File: src/rtl/counter_sequencer.sv
// rtl/counter_sequencer.sv - FSM-sequenced prescaled counter with wrap/one-shot modes and pause/resume/abort.
// Optional gate input enabled by defining CNT_SEQ_GATE_EN.
module counter_sequencer #(
    parameter int SIZE  = 4,
    parameter int DIV_W = 4
) (
    input  logic             clk,
    input  logic             rst,
    input  logic             start,
    input  logic             stop,
    input  logic             oneshot,
    input  logic [DIV_W-1:0] div_ratio,
    input  logic [SIZE-1:0]  limit,
`ifdef CNT_SEQ_GATE_EN
    input  logic             gate,
`endif
    output logic [SIZE-1:0]  count,
    output logic             tick,
    output logic             busy,
    output logic             wrap,
    output logic             done
);

    typedef enum logic [1:0] {
        IDLE  = 2'd0,
        RUN   = 2'd1,
        PAUSE = 2'd2,
        DONE  = 2'd3
    } state_t;

    localparam logic [DIV_W-1:0] DIV_ONE = {{(DIV_W-1){1'b0}}, 1'b1};
    localparam logic [SIZE-1:0]  CNT_ONE = {{(SIZE-1){1'b0}}, 1'b1};

    state_t           state_q, state_d;
    logic [SIZE-1:0]  count_q, count_d;
    logic [DIV_W-1:0] presc_q, presc_d;
    logic [DIV_W-1:0] div_q, div_d;
    logic [SIZE-1:0]  lim_q, lim_d;
    logic             mode_q, mode_d;
    logic             done_q, done_d;
    logic             gate_ok;
    logic             at_lim;

`ifdef CNT_SEQ_GATE_EN
    assign gate_ok = gate;
`else
    assign gate_ok = 1'b1;
`endif

    // stop pre-empts a tick in the same cycle, so tick depends on it combinationally
    assign at_lim = (count_q == lim_q);
    assign tick   = (state_q == RUN) && !stop && gate_ok && (presc_q == div_q - DIV_ONE);
    assign wrap   = tick && at_lim && !mode_q;
    assign busy   = (state_q == RUN) || (state_q == PAUSE);
    assign count  = count_q;
    assign done   = done_q;

    always_comb begin
        state_d = state_q;
        count_d = count_q;
        presc_d = presc_q;
        div_d   = div_q;
        lim_d   = lim_q;
        mode_d  = mode_q;
        done_d  = 1'b0;
        case (state_q)
            IDLE, DONE: begin
                if (start && !stop) begin
                    div_d   = (div_ratio == '0) ? DIV_ONE : div_ratio;
                    lim_d   = limit;
                    mode_d  = oneshot;
                    count_d = '0;
                    presc_d = '0;
                    state_d = RUN;
                end
            end
            RUN: begin
                if (stop) begin
                    state_d = PAUSE;
                end else if (!gate_ok) begin
                    presc_d = '0;
                end else if (tick) begin
                    presc_d = '0;
                    if (!at_lim) begin
                        count_d = count_q + CNT_ONE;
                    end else if (mode_q) begin
                        state_d = DONE;
                        done_d  = 1'b1;
                    end else begin
                        count_d = '0;
                    end
                end else begin
                    presc_d = presc_q + DIV_ONE;
                end
            end
            PAUSE: begin
                if (stop) begin
                    state_d = IDLE;
                    presc_d = '0;
                end else if (start) begin
                    state_d = RUN;
                end
            end
            default: state_d = IDLE;
        endcase
    end

    always_ff @(posedge clk) begin
        if (rst) begin
            state_q <= IDLE;
            count_q <= '0;
            presc_q <= '0;
            div_q   <= DIV_ONE;
            lim_q   <= '0;
            mode_q  <= 1'b0;
            done_q  <= 1'b0;
        end else begin
            state_q <= state_d;
            count_q <= count_d;
            presc_q <= presc_d;
            div_q   <= div_d;
            lim_q   <= lim_d;
            mode_q  <= mode_d;
            done_q  <= done_d;
        end
    end

endmodule

File: config.mk
export PLATFORM = sky130hd
export DESIGN_NAME = counter_sequencer
export DESIGN_NICKNAME = d
export VERILOG_FILES = /design/src/rtl/counter_sequencer.sv
export SDC_FILE = /design/constraint.sdc
export NUM_CORES = 1
export LEC_CHECK = 0
export CAP_MARGIN = 20
export CORE_MARGIN = 4
export CORE_UTILIZATION = 58
export CTS_BUF_LIST = sky130_fd_sc_hd__clkbuf_4 sky130_fd_sc_hd__clkbuf_8
export CTS_CLUSTER_DIAMETER = 200
export DETAILED_ROUTE_END_ITERATION = 7
export DONT_BUFFER_PORTS = 1
export PLACE_DENSITY = 0.76
export SLEW_MARGIN = 25
export SYNTH_ARGS = -nofsm -noshare
export SYNTH_HDL_FRONTEND = slang
export SYNTH_SLANG_ARGS = --single-unit
File: constraint.sdc
create_clock -name clk -period 1.7 [get_ports clk]
set_input_delay 0.34 -clock clk [delete_from_list [all_inputs] [get_ports clk]]
set_output_delay 0.34 -clock clk [all_outputs]
set_load 0.03 [all_outputs]
==> results.yml, run 1 <==
synth:
  synth_nets: 147
  synth_compound_area_share_pct: 12.81
  synth.ff_latch_count: 20
  synth_xor_xnor_area_share_pct: 8.241
  synth_adder_area_share_pct: 5.568
  syn_avg_cell_area_sq_um: 8.710
  yosysSeqAreaShare_pct: 35.63
  synth_edf_count: 0
  yosysWarningCount: 0
  synthCells: 129
  synth_top_family_by_area: "simple AND/OR/NAND/NOR gates"
  synth_area_sq_um: 1124
  synthMuxAreaShare_pct: 8.909
  synthSimpleGateAreaFrac_pct: 24.05
  ys.flop_type: "dfxtp_1"
  post_synth_num_cell_types: 39
  async_flop_share_pct: 0
floorplanning:
  core_sq_um: 1783
  initial_core_util_pct: 63.02
  placement_rows: 15
  die_area_sq_um: 2706
  dieHeight_microns: 52.02
  die_x_microns: 52.02
  io-pin-count: 21
power_and_ir_drop:
  cellPowerDensity_nw_per_um2: 978.8
  peakVddDrop_mv: 0.7402
  leakagePower_nw: 0.7058
critical_path:
  crit_type: "flop to primary output"
  end_kind: "primary output"
  start_kind: "flop"
  worstPathRequired_ns: 1.36
  cp_data_arrival_time_ns: 1.90
  path_max_fanout: 2
detailed_routing:
  ant_nets: 0
  drt-total-wl_microns: 4167
  vias: 1219
  dr.pass1.iters: 4
  first_iter_violations: 68
  wl_per_cell_microns: 22.52
  remaining_drc_errors: 0
  vias_per_cell: 6.589
timing:
  tightest_slew_ns: 0.4020
  clock-skew-final_ns: 0.0006554
  min_period_over_period_pct: 131.7
  hold_viol: 0
  grt_setup_unrepaired: "true"
  setup_viol: 14
  slew_headroom_pct: 73.00
  fmax_mhz: 446.6
  post-route-min-period_ns: 2.239
  hold_slack_ns: 0.06894
  setup_ws_ns: -0.5391
  slew_violations: 0
final_layout:
  antenna_cells: 0
  multi_input_area_sq_um: 874.6
  seqCellArea_sq_um: 411.6
  postLayoutCoreUtil_pct: 91.79
  layout_common_cells: "30 x buf_4, 13 x nor2_1, 11 x dfxtp_1"
  nNetsFinal: 180
  mostFrequentLayoutCell: "buf_4"
  area_growth_pct: 45.66
  final_layout_size_suffix_gt1_share_pct: 50.00
  fillCellCount: 65
global_routing:
  grt_pass1_vias: 1110
  grt_pass1_wl_microns: 5119
  grt_max_degree: 20
  grt_remaining_overflow: 0
  antenna_found_initial: 0
  grt_usage_pct: 25.68
clock_tree:
  clock-sinks: 20
  clockRootBuffer: "clkbuf_4"
  hold_buffers: 0
  clockBufferDepth: 2
  cts_buffers: 3
  cts.clk_slew.worst_paths_ns: 0.12
  tritoncts: "yes"
  clk_latency_ns: 0.31
  h-tree-depth: 1
run_status:
  run_status: "finished with violations"
  violations: "setup timing"
placed_design:
  portBuffers: 0
  hpwlAfterDp_microns: 1904
  finalWeightedCongestion: 0.8735
flow_run:
  max-cap-violations: 0
hold_path:
  min_path_type: "input port to flop"
-- flip-flops by register name (all words and copies together) (netlist names) --
register and cells:
div_q 4, done 1, state_q 2, mode_q 1, lim_q 4, presc_q 4
count 4
-- cell type report --
type / count / share of cell area (%)
tap: 25 / 1.911
sequential: 20 / 25.15
multi-input combinational: 95 / 53.44
clock buffer: 3 / 1.376
inverter: 9 / 2.294
timing repair buffer: 33 / 15.83
-- per-stage QoR --
| stage | area [sq um] | setup TNS [ns] | setup slack, ns | std cells | power, mW |
|---|---|---|---|---|---|
| floorplan | 1161 | -0.2394 | -0.1984 | 129 | 0.8933 |
| global placement | 1343 | -0.1762 | -0.1538 | 172 | 1.051 |
| detailed placement | 1343 | -0.3973 | -0.2006 | 172 | 1.070 |
| CTS | 1515 | -1.687 | -0.4446 | 185 | 1.427 |
| global route | 1637 | -2.794 | -0.6013 | 185 | 1.661 |
| finish | 1637 | -1.869 | -0.5391 | 185 | 1.602 |
-- cell usage after synthesis, drive strengths merged, types with 2 or more instances --
library cell | number | area [sq um]
nor2b | 2 | 12.51
clkbuf | 3 | 11.26
a211oi | 2 | 15.01
nor3b | 5 | 37.54
nand4 | 2 | 12.51
ha | 5 | 62.56
nor3 | 5 | 25.02
dfxtp | 20 | 400.4
o21ai | 3 | 15.01
xor2 | 6 | 52.55
inv | 9 | 33.78
nand2b | 2 | 12.51
nor4 | 2 | 27.53
a31oi | 5 | 31.28
nor2 | 15 | 56.30
xnor2 | 2 | 17.52
buf | 2 | 8.750
nand3 | 4 | 20.02
a21oi | 5 | 25.02
nand2 | 7 | 28.78
mux2i | 10 | 100.1
-- per-layer routing --
| metal | up-vias | track usage, % | wire (microns) |
|---|---|---|---|
| li1 | 519 | - | - |
| met1 | 589 | 27.96 | 1584 |
| met2 | 80 | 44.56 | 2022 |
| met3 | 31 | 6.877 | 298 |
| met4 | 0 | 13.97 | 261 |
| met5 | - | 0 | 0 |
-- path summary, 6_finish.rpt --
| path | from | end | slack, ns | cells after the start |
|---|---|---|---|---|
| worst max-delay path | div_q[0] | wrap | -0.54 | 8 |
| worst min-delay path | rst | presc_q[3] | 0.07 | 1 |
| worst max register to register | div_q[1] | count[3] | -0.12 | 8 |
| worst min register to register | presc_q[2] | presc_q[2] | 0.53 | 2 |
-- repair_timing --
action                                  CTS  global route
gates resized for setup                  18            28
endpoints found under the setup margin    9            22
pin swaps                                10            14
buffers inserted                         14             8
-- logic make-up after synthesis --
| family | count (synthesis) |
|---|---|
| and+or+nand+nor | 49 |
| AOI/OAI and AO/OA | 22 |
| DFF | 20 |
| buffers and inverters | 14 |
| muxes | 10 |
| xor gates and xnor gates | 9 |
| adders and majority gates | 5 |
-- power breakdown --
| group | leakage (nW) | internal (mW) | switching [mW] |
|---|---|---|---|
| clock network | 0.0138 | 0.0830 | 0.157 |
| registers | 0.166 | 0.503 | 0.0316 |
| logic | 0.526 | 0.391 | 0.436 |
-- worst max-delay path, cell delays in order (launching register included) --
cell and delay, ns:
dfxtp_2 0.36, inv_2 0.05, ha_4 0.27, xor2_2 0.16, nand3_2 0.13, nor2_4 0.15
nand2_2 0.10, nor3b_4 0.20, buf_6 0.16
Power figures use the tool's default switching activity.
==> inputs of run 2 (changes only) <==
Settings changed: CORE_UTILIZATION 58 to 65, PLACE_DENSITY 0.76 to 0.81, RECOVER_POWER set to 50.
Clock period 1.7 ns to 2.7 ns, I/O delays scaled along.
==> run 2 against run 1 <==
Clock power fell by 44%. Routed wire length shrank 47%. The run now ends clean. Count of clock-buffer cells in the layout unchanged. Sequential power shrank 38%. Sequential cell count unchanged. Highest routed layer unchanged. Register-to-register slack improved by 0.73 ns. First-iteration DRC count fell by 78%. Final area is 27% lower.
==> results.yml, run 2 (synthesis gave the netlist of run 1 again) <==
global_routing:
  antenna_found_initial: 0
  grt_pass1_wl_microns: 3884
  grt_remaining_overflow: 0
  grt_max_degree: 20
  grt_pass1_vias: 935
  grt_usage_pct: 20.06
timing:
  tightest_slew_ns: 0.6392
  slew_violations: 0
  post-route-min-period_ns: 2.526
  min_period_over_period_pct: 93.55
  setup_viol: 0
  final.setup.tns_ns: 0
  grt_setup_unrepaired: "false"
  slew_headroom_pct: 57.13
  hold_viol: 0
  clock-skew-final_ns: 0.001896
  fmax_mhz: 395.9
final_layout:
  mostFrequentLayoutCell: "dfxtp_1"
  fin_area_sq_um: 1199
  area_growth_pct: 6.682
  postLayoutCoreUtil_pct: 76.03
  final_layout_size_suffix_gt1_share_pct: 10.69
  layout_common_cells: "19 x dfxtp_1, 14 x nor2_1, 10 x mux2i_1"
  fillCellCount: 119
  nNetsFinal: 151
  antenna_cells: 0
placed_design:
  finalWeightedCongestion: 0.7943
  placed_area_sq_um: 1154
  portBuffers: 0
  hpwlAfterDp_microns: 1693
clock_tree:
  clock-sinks: 20
  tritoncts: "yes"
  h-tree-depth: 1
  clockBufferDepth: 2
  clk_latency_ns: 0.29
  clockRootBuffer: "clkbuf_4"
  cts.clk_slew.worst_paths_ns: 0.10
  cts_buffers: 3
detailed_routing:
  drt-total-wl_microns: 2228
  first_iter_violations: 15
  wl_per_cell_microns: 15.16
  remaining_drc_errors: 0
  dr.pass1.iters: 4
  vias: 893
  vias_per_cell: 6.075
  ant_nets: 0
hold_path:
  min_path_type: "input port to flop"
  hp-start: "rst"
run_status:
  run_status: "complete, no violations"
critical_path:
  reg2reg_from: "state_q[0]"
  start_kind: "flop"
  reg2regPathDepth: 5
  critical_path.startpoint: "div_q[0]"
  crit_type: "flop to primary output"
  r2r-end: "div_q[0]"
  regToRegSetupSlack_ns: 0.61
  worstPathRequired_ns: 2.16
  crit_chain: "inv_1 > ha_1 > xor2_2 > nand3_2 > nor2_4 > nand2_1 > nor3b_2 > buf_4"
  end_kind: "primary output"
  cpPeakStageDelay_ns: 0.37
  crit_path_top_delay_cell: "dfxtp_2"
  endpoint: "wrap"
  path_max_fanout: 4
  cp_data_arrival_time_ns: 1.99
floorplanning:
  core_sq_um: 1577
  initial_core_util_pct: 71.27
  placement_rows: 14
  die_area_sq_um: 2458
  io-pin-count: 21
  dieHeight_microns: 49.58
  die_x_microns: 49.58
flow_run:
  max-cap-violations: 0
power_and_ir_drop:
  peakVddDrop_mv: 0.4817
  cellPowerDensity_nw_per_um2: 600.4
  power_mw: 0.7197
  leakagePower_nw: 0.5387
run 2: cell count changes in the layout (fill, tap and decap cells not counted), sizes merged:
cell / change
clkinvlp: -1
clkbuf: +1
inv: +1
buf: -30
run 2: timing repair:
item | 4_1_cts | 5_1_grt
buffers inserted | 0 | 0
hold buffers | 0 | 0
pin swaps | 0 | 0
gates resized for setup | 1 | 5
endpoints found under the setup margin | 1 | 1
run 2: how the worst min path moves through the flow:
stage / cells past startpoint / end / slack, ns
floorplan: 2 / done / 0.46
CTS: 1 / presc_q[1] / 0.29
global placement: 2 / done / 0.48
detailed placement: 2 / done / 0.50
global route: 1 / presc_q[3] / 0.27
finish: 1 / presc_q[1] / 0.30
run 2: worst max-delay path, delay by kind of cell, from the launching register on:
family,cells,cell delay (ns)
buf+inv,2,0.24
flops,1,0.37
simple gates,4,0.56
fa+ha+maj,1,0.33
xor+xnor,1,0.19
run 2: cell type report:
class	instances	area, sq um	share of cell area [%]
Tap cell	16	20.02	1.670
Timing Repair Buffer	4	26.28	2.192
Multi-Input combinational cell	95	694.4	57.93
Sequential cell	20	401.6	33.51
Inverter	9	33.78	2.818
Clock buffer	3	22.52	1.879
run 2: power breakdown:
group          internal (mW)  switching, mW
clock                 0.0520         0.0831
combinational         0.0938          0.159
sequential             0.315         0.0165
run 2: metal layers:
metal | global-route usage [%] | part of all wire (%)
met1 | 23.15 | 46
met2 | 33.92 | 46
met3 | 6.325 | 7.0
met4 | 8.295 | 1.8
met5 | 0 | 0
run 2: per-stage QoR:
| step | setup WS [ns] | hold WS (ns) | cells |
|---|---|---|---|
| final | 0.1742 | 0.2979 | 147 |
| after global routing | 0.01519 | 0.2693 | 147 |
| after CTS | 0.02693 | 0.2907 | 147 |
| after detailed placement | 0.3124 | 0.4965 | 144 |
| after global placement | 0.4775 | 0.4836 | 144 |
| after floorplan | 0.1777 | 0.4568 | 129 |
==> inputs of run 3 (changes only) <==
Settings changed: CORE_MARGIN 4 to unset, SKIP_LAST_GASP set to 1.
==> run 3 against run 2 <==
The run now ends with DRC left. Routed wire length up 3.0%. First-iteration DRC count increased by 120%. Global-route usage grew 7.7 points. Critical path depth fell by 3. Clock skew rose by 0.00079 ns. Via count up 3.6%. Clock power grew 30%. Final area increased by 0.52%. Register-to-register slack worse by 0.04 ns. Final cell count rose by 1.4%. Critical endpoint unchanged.
==> results.yml, run 3 (synthesis gave the netlist of run 1 again) <==
critical_path:
  crit_chain: "clkbuf_1 > xor2_1 > nor4_4 > nor3b_1 > buf_4"
  cpPeakStageDelay_ns: 0.43
  start_kind: "flop"
  reg2reg_from: "count[2]"
  cp_data_arrival_time_ns: 2.07
  r2r-end: "count[2]"
  cp_top_family: "simple AND/OR/NAND/NOR gates"
  crit_path_top_delay_cell: "clkbuf_1"
  crit_type: "flop to primary output"
  regToRegSetupSlack_ns: 0.57
  timing.critical_path.buf_inv: 2
  end_kind: "primary output"
  reg2regPathDepth: 6
  worstPathRequired_ns: 2.16
  path_max_fanout: 5
floorplanning:
  core_sq_um: 1559
  die_x_microns: 43.58
  placement_rows: 14
  die_area_sq_um: 1899
  initial_core_util_pct: 72.07
  dieHeight_microns: 43.58
  io-pin-count: 21
final_layout:
  fillCellCount: 117
  seqCellArea_sq_um: 401.6
  nNetsFinal: 152
  layout_common_cells: "19 x dfxtp_1, 14 x nor2_1, 10 x mux2i_1"
  mostFrequentLayoutCell: "dfxtp_1"
  area_growth_pct: 7.239
  final_layout_size_suffix_gt1_share_pct: 10.53
  antenna_cells: 0
  multi_input_area_sq_um: 679.4
clock_tree:
  cts.clk_slew.worst_paths_ns: 0.11
  tritoncts: "yes"
  clockBufferDepth: 2
  clk_latency_ns: 0.30
  clock-sinks: 20
  h-tree-depth: 1
  cts_buffers: 3
  clockRootBuffer: "clkbuf_4"
  hold_buffers: 0
timing:
  tightest_slew_ns: 0.6831
  hold_viol: 0
  post-route-min-period_ns: 2.608
  setup_viol: 0
  min_period_over_period_pct: 96.58
  slew_violations: 0
  clock-skew-final_ns: 0.002686
  final.setup.tns_ns: 0
  hold_slack_ns: 0.2844
  grt_setup_unrepaired: "false"
  slew_headroom_pct: 54.19
  fmax_mhz: 383.5
hold_path:
  whs_endpoint: "presc_q[0]"
  min_path_type: "input port to flop"
  hp-start: "rst"
  hold_depth: 1
detailed_routing:
  vias_per_cell: 6.208
  wl_per_cell_microns: 15.40
  dr.pass1.iters: 6
  vias: 925
  remaining_drc_errors: 2
  ant_nets: 0
  drt-total-wl_microns: 2294
  first_iter_violations: 33
power_and_ir_drop:
  leakagePower_nw: 0.5431
  peakVddDrop_mv: 0.4411
  cellPowerDensity_nw_per_um2: 632.4
global_routing:
  grt_max_degree: 20
  grt_pass1_wl_microns: 3912
  grt_pass1_vias: 922
  antenna_found_initial: 0
  grt_remaining_overflow: 0
  grt_usage_pct: 27.72
placed_design:
  hpwlAfterDp_microns: 1739
  portBuffers: 0
  finalWeightedCongestion: 0.8896
run_status:
  run_status: "finished with violations"
  violations: "DRC"
flow_run:
  max-cap-violations: 0
[run 3: changes by cell type in the layout (fill, tap and decap cells not counted)]
cell      before  now
o21ai_0        2    3
clkbuf_8       0    1
nand3_1        3    4
buf_4          3    4
nor2_2         0    1
nor2_4         1    0
o21ai_1        1    0
nor3b_1        4    5
nand3_2        1    0
nor3b_2        1    0
[run 3: worst max-delay path by stage]
| stage | start | end | slack, ns | cells past startpoint |
|---|---|---|---|---|
| 2_1_floorplan | div_q[0] | wrap | 0.18 | 7 |
| 3_3_place_gp | div_q[0] | wrap | 0.49 | 8 |
| 3_5_place_dp | div_q[0] | wrap | 0.38 | 8 |
| 4_1_cts | div_q[0] | wrap | 0.03 | 8 |
| 5_1_grt | div_q[0] | wrap | 0.003 | 8 |
| 6_report | count[2] | wrap | 0.09 | 5 |
[run 3: stage by stage]
| step | utilization (%) | std cells | worst slack (ns) | total power, mW | instance area (sq um) |
|---|---|---|---|---|---|
| floorplan | - | 129 | 0.1777 | 0.5403 | 1124 |
| CTS | 76.32 | 148 | 0.02607 | 0.7487 | 1190 |
| detailed placement | 74.00 | 144 | 0.3791 | 0.5768 | 1154 |
| global route | 77.29 | 149 | 0.002890 | 0.8097 | 1205 |
| finish | 77.29 | 149 | 0.09226 | 0.7619 | 1205 |
| global placement | 74.00 | 144 | 0.4877 | 0.5663 | 1154 |
[run 3: layout make-up]
class,instances,share of cell area [%]
Multi-Input combinational cell,95,56.39
Sequential cell,20,33.33
Inverter,9,2.804
Clock buffer,4,3.011
Timing Repair Buffer,5,2.804
Tap cell,16,1.661
[run 3: where the power goes]
group / switching, mW / internal [mW]
clock: 0.0932 / 0.0823
combinational: 0.157 / 0.0976
sequential: 0.0169 / 0.315
total: 0.267 / 0.495
[run 3: per-layer routing]
layer / wire, microns / up-vias / GRT usage, %
li1: - / 463 / -
met4: 31 / 0 / 7.500
met1: 992 / 428 / 35.43
met3: 145 / 4 / 8.333
met2: 1126 / 30 / 45.37
met5: 0 / - / 0
[run 3: timing repair]
| item | CTS | global route |
|---|---|---|
| gates resized for setup | 0 | 3 |
| hold endpoints to repair | 0 | 0 |
| setup endpoints to repair | 0 | 2 |
| buffers inserted | 0 | 1 |
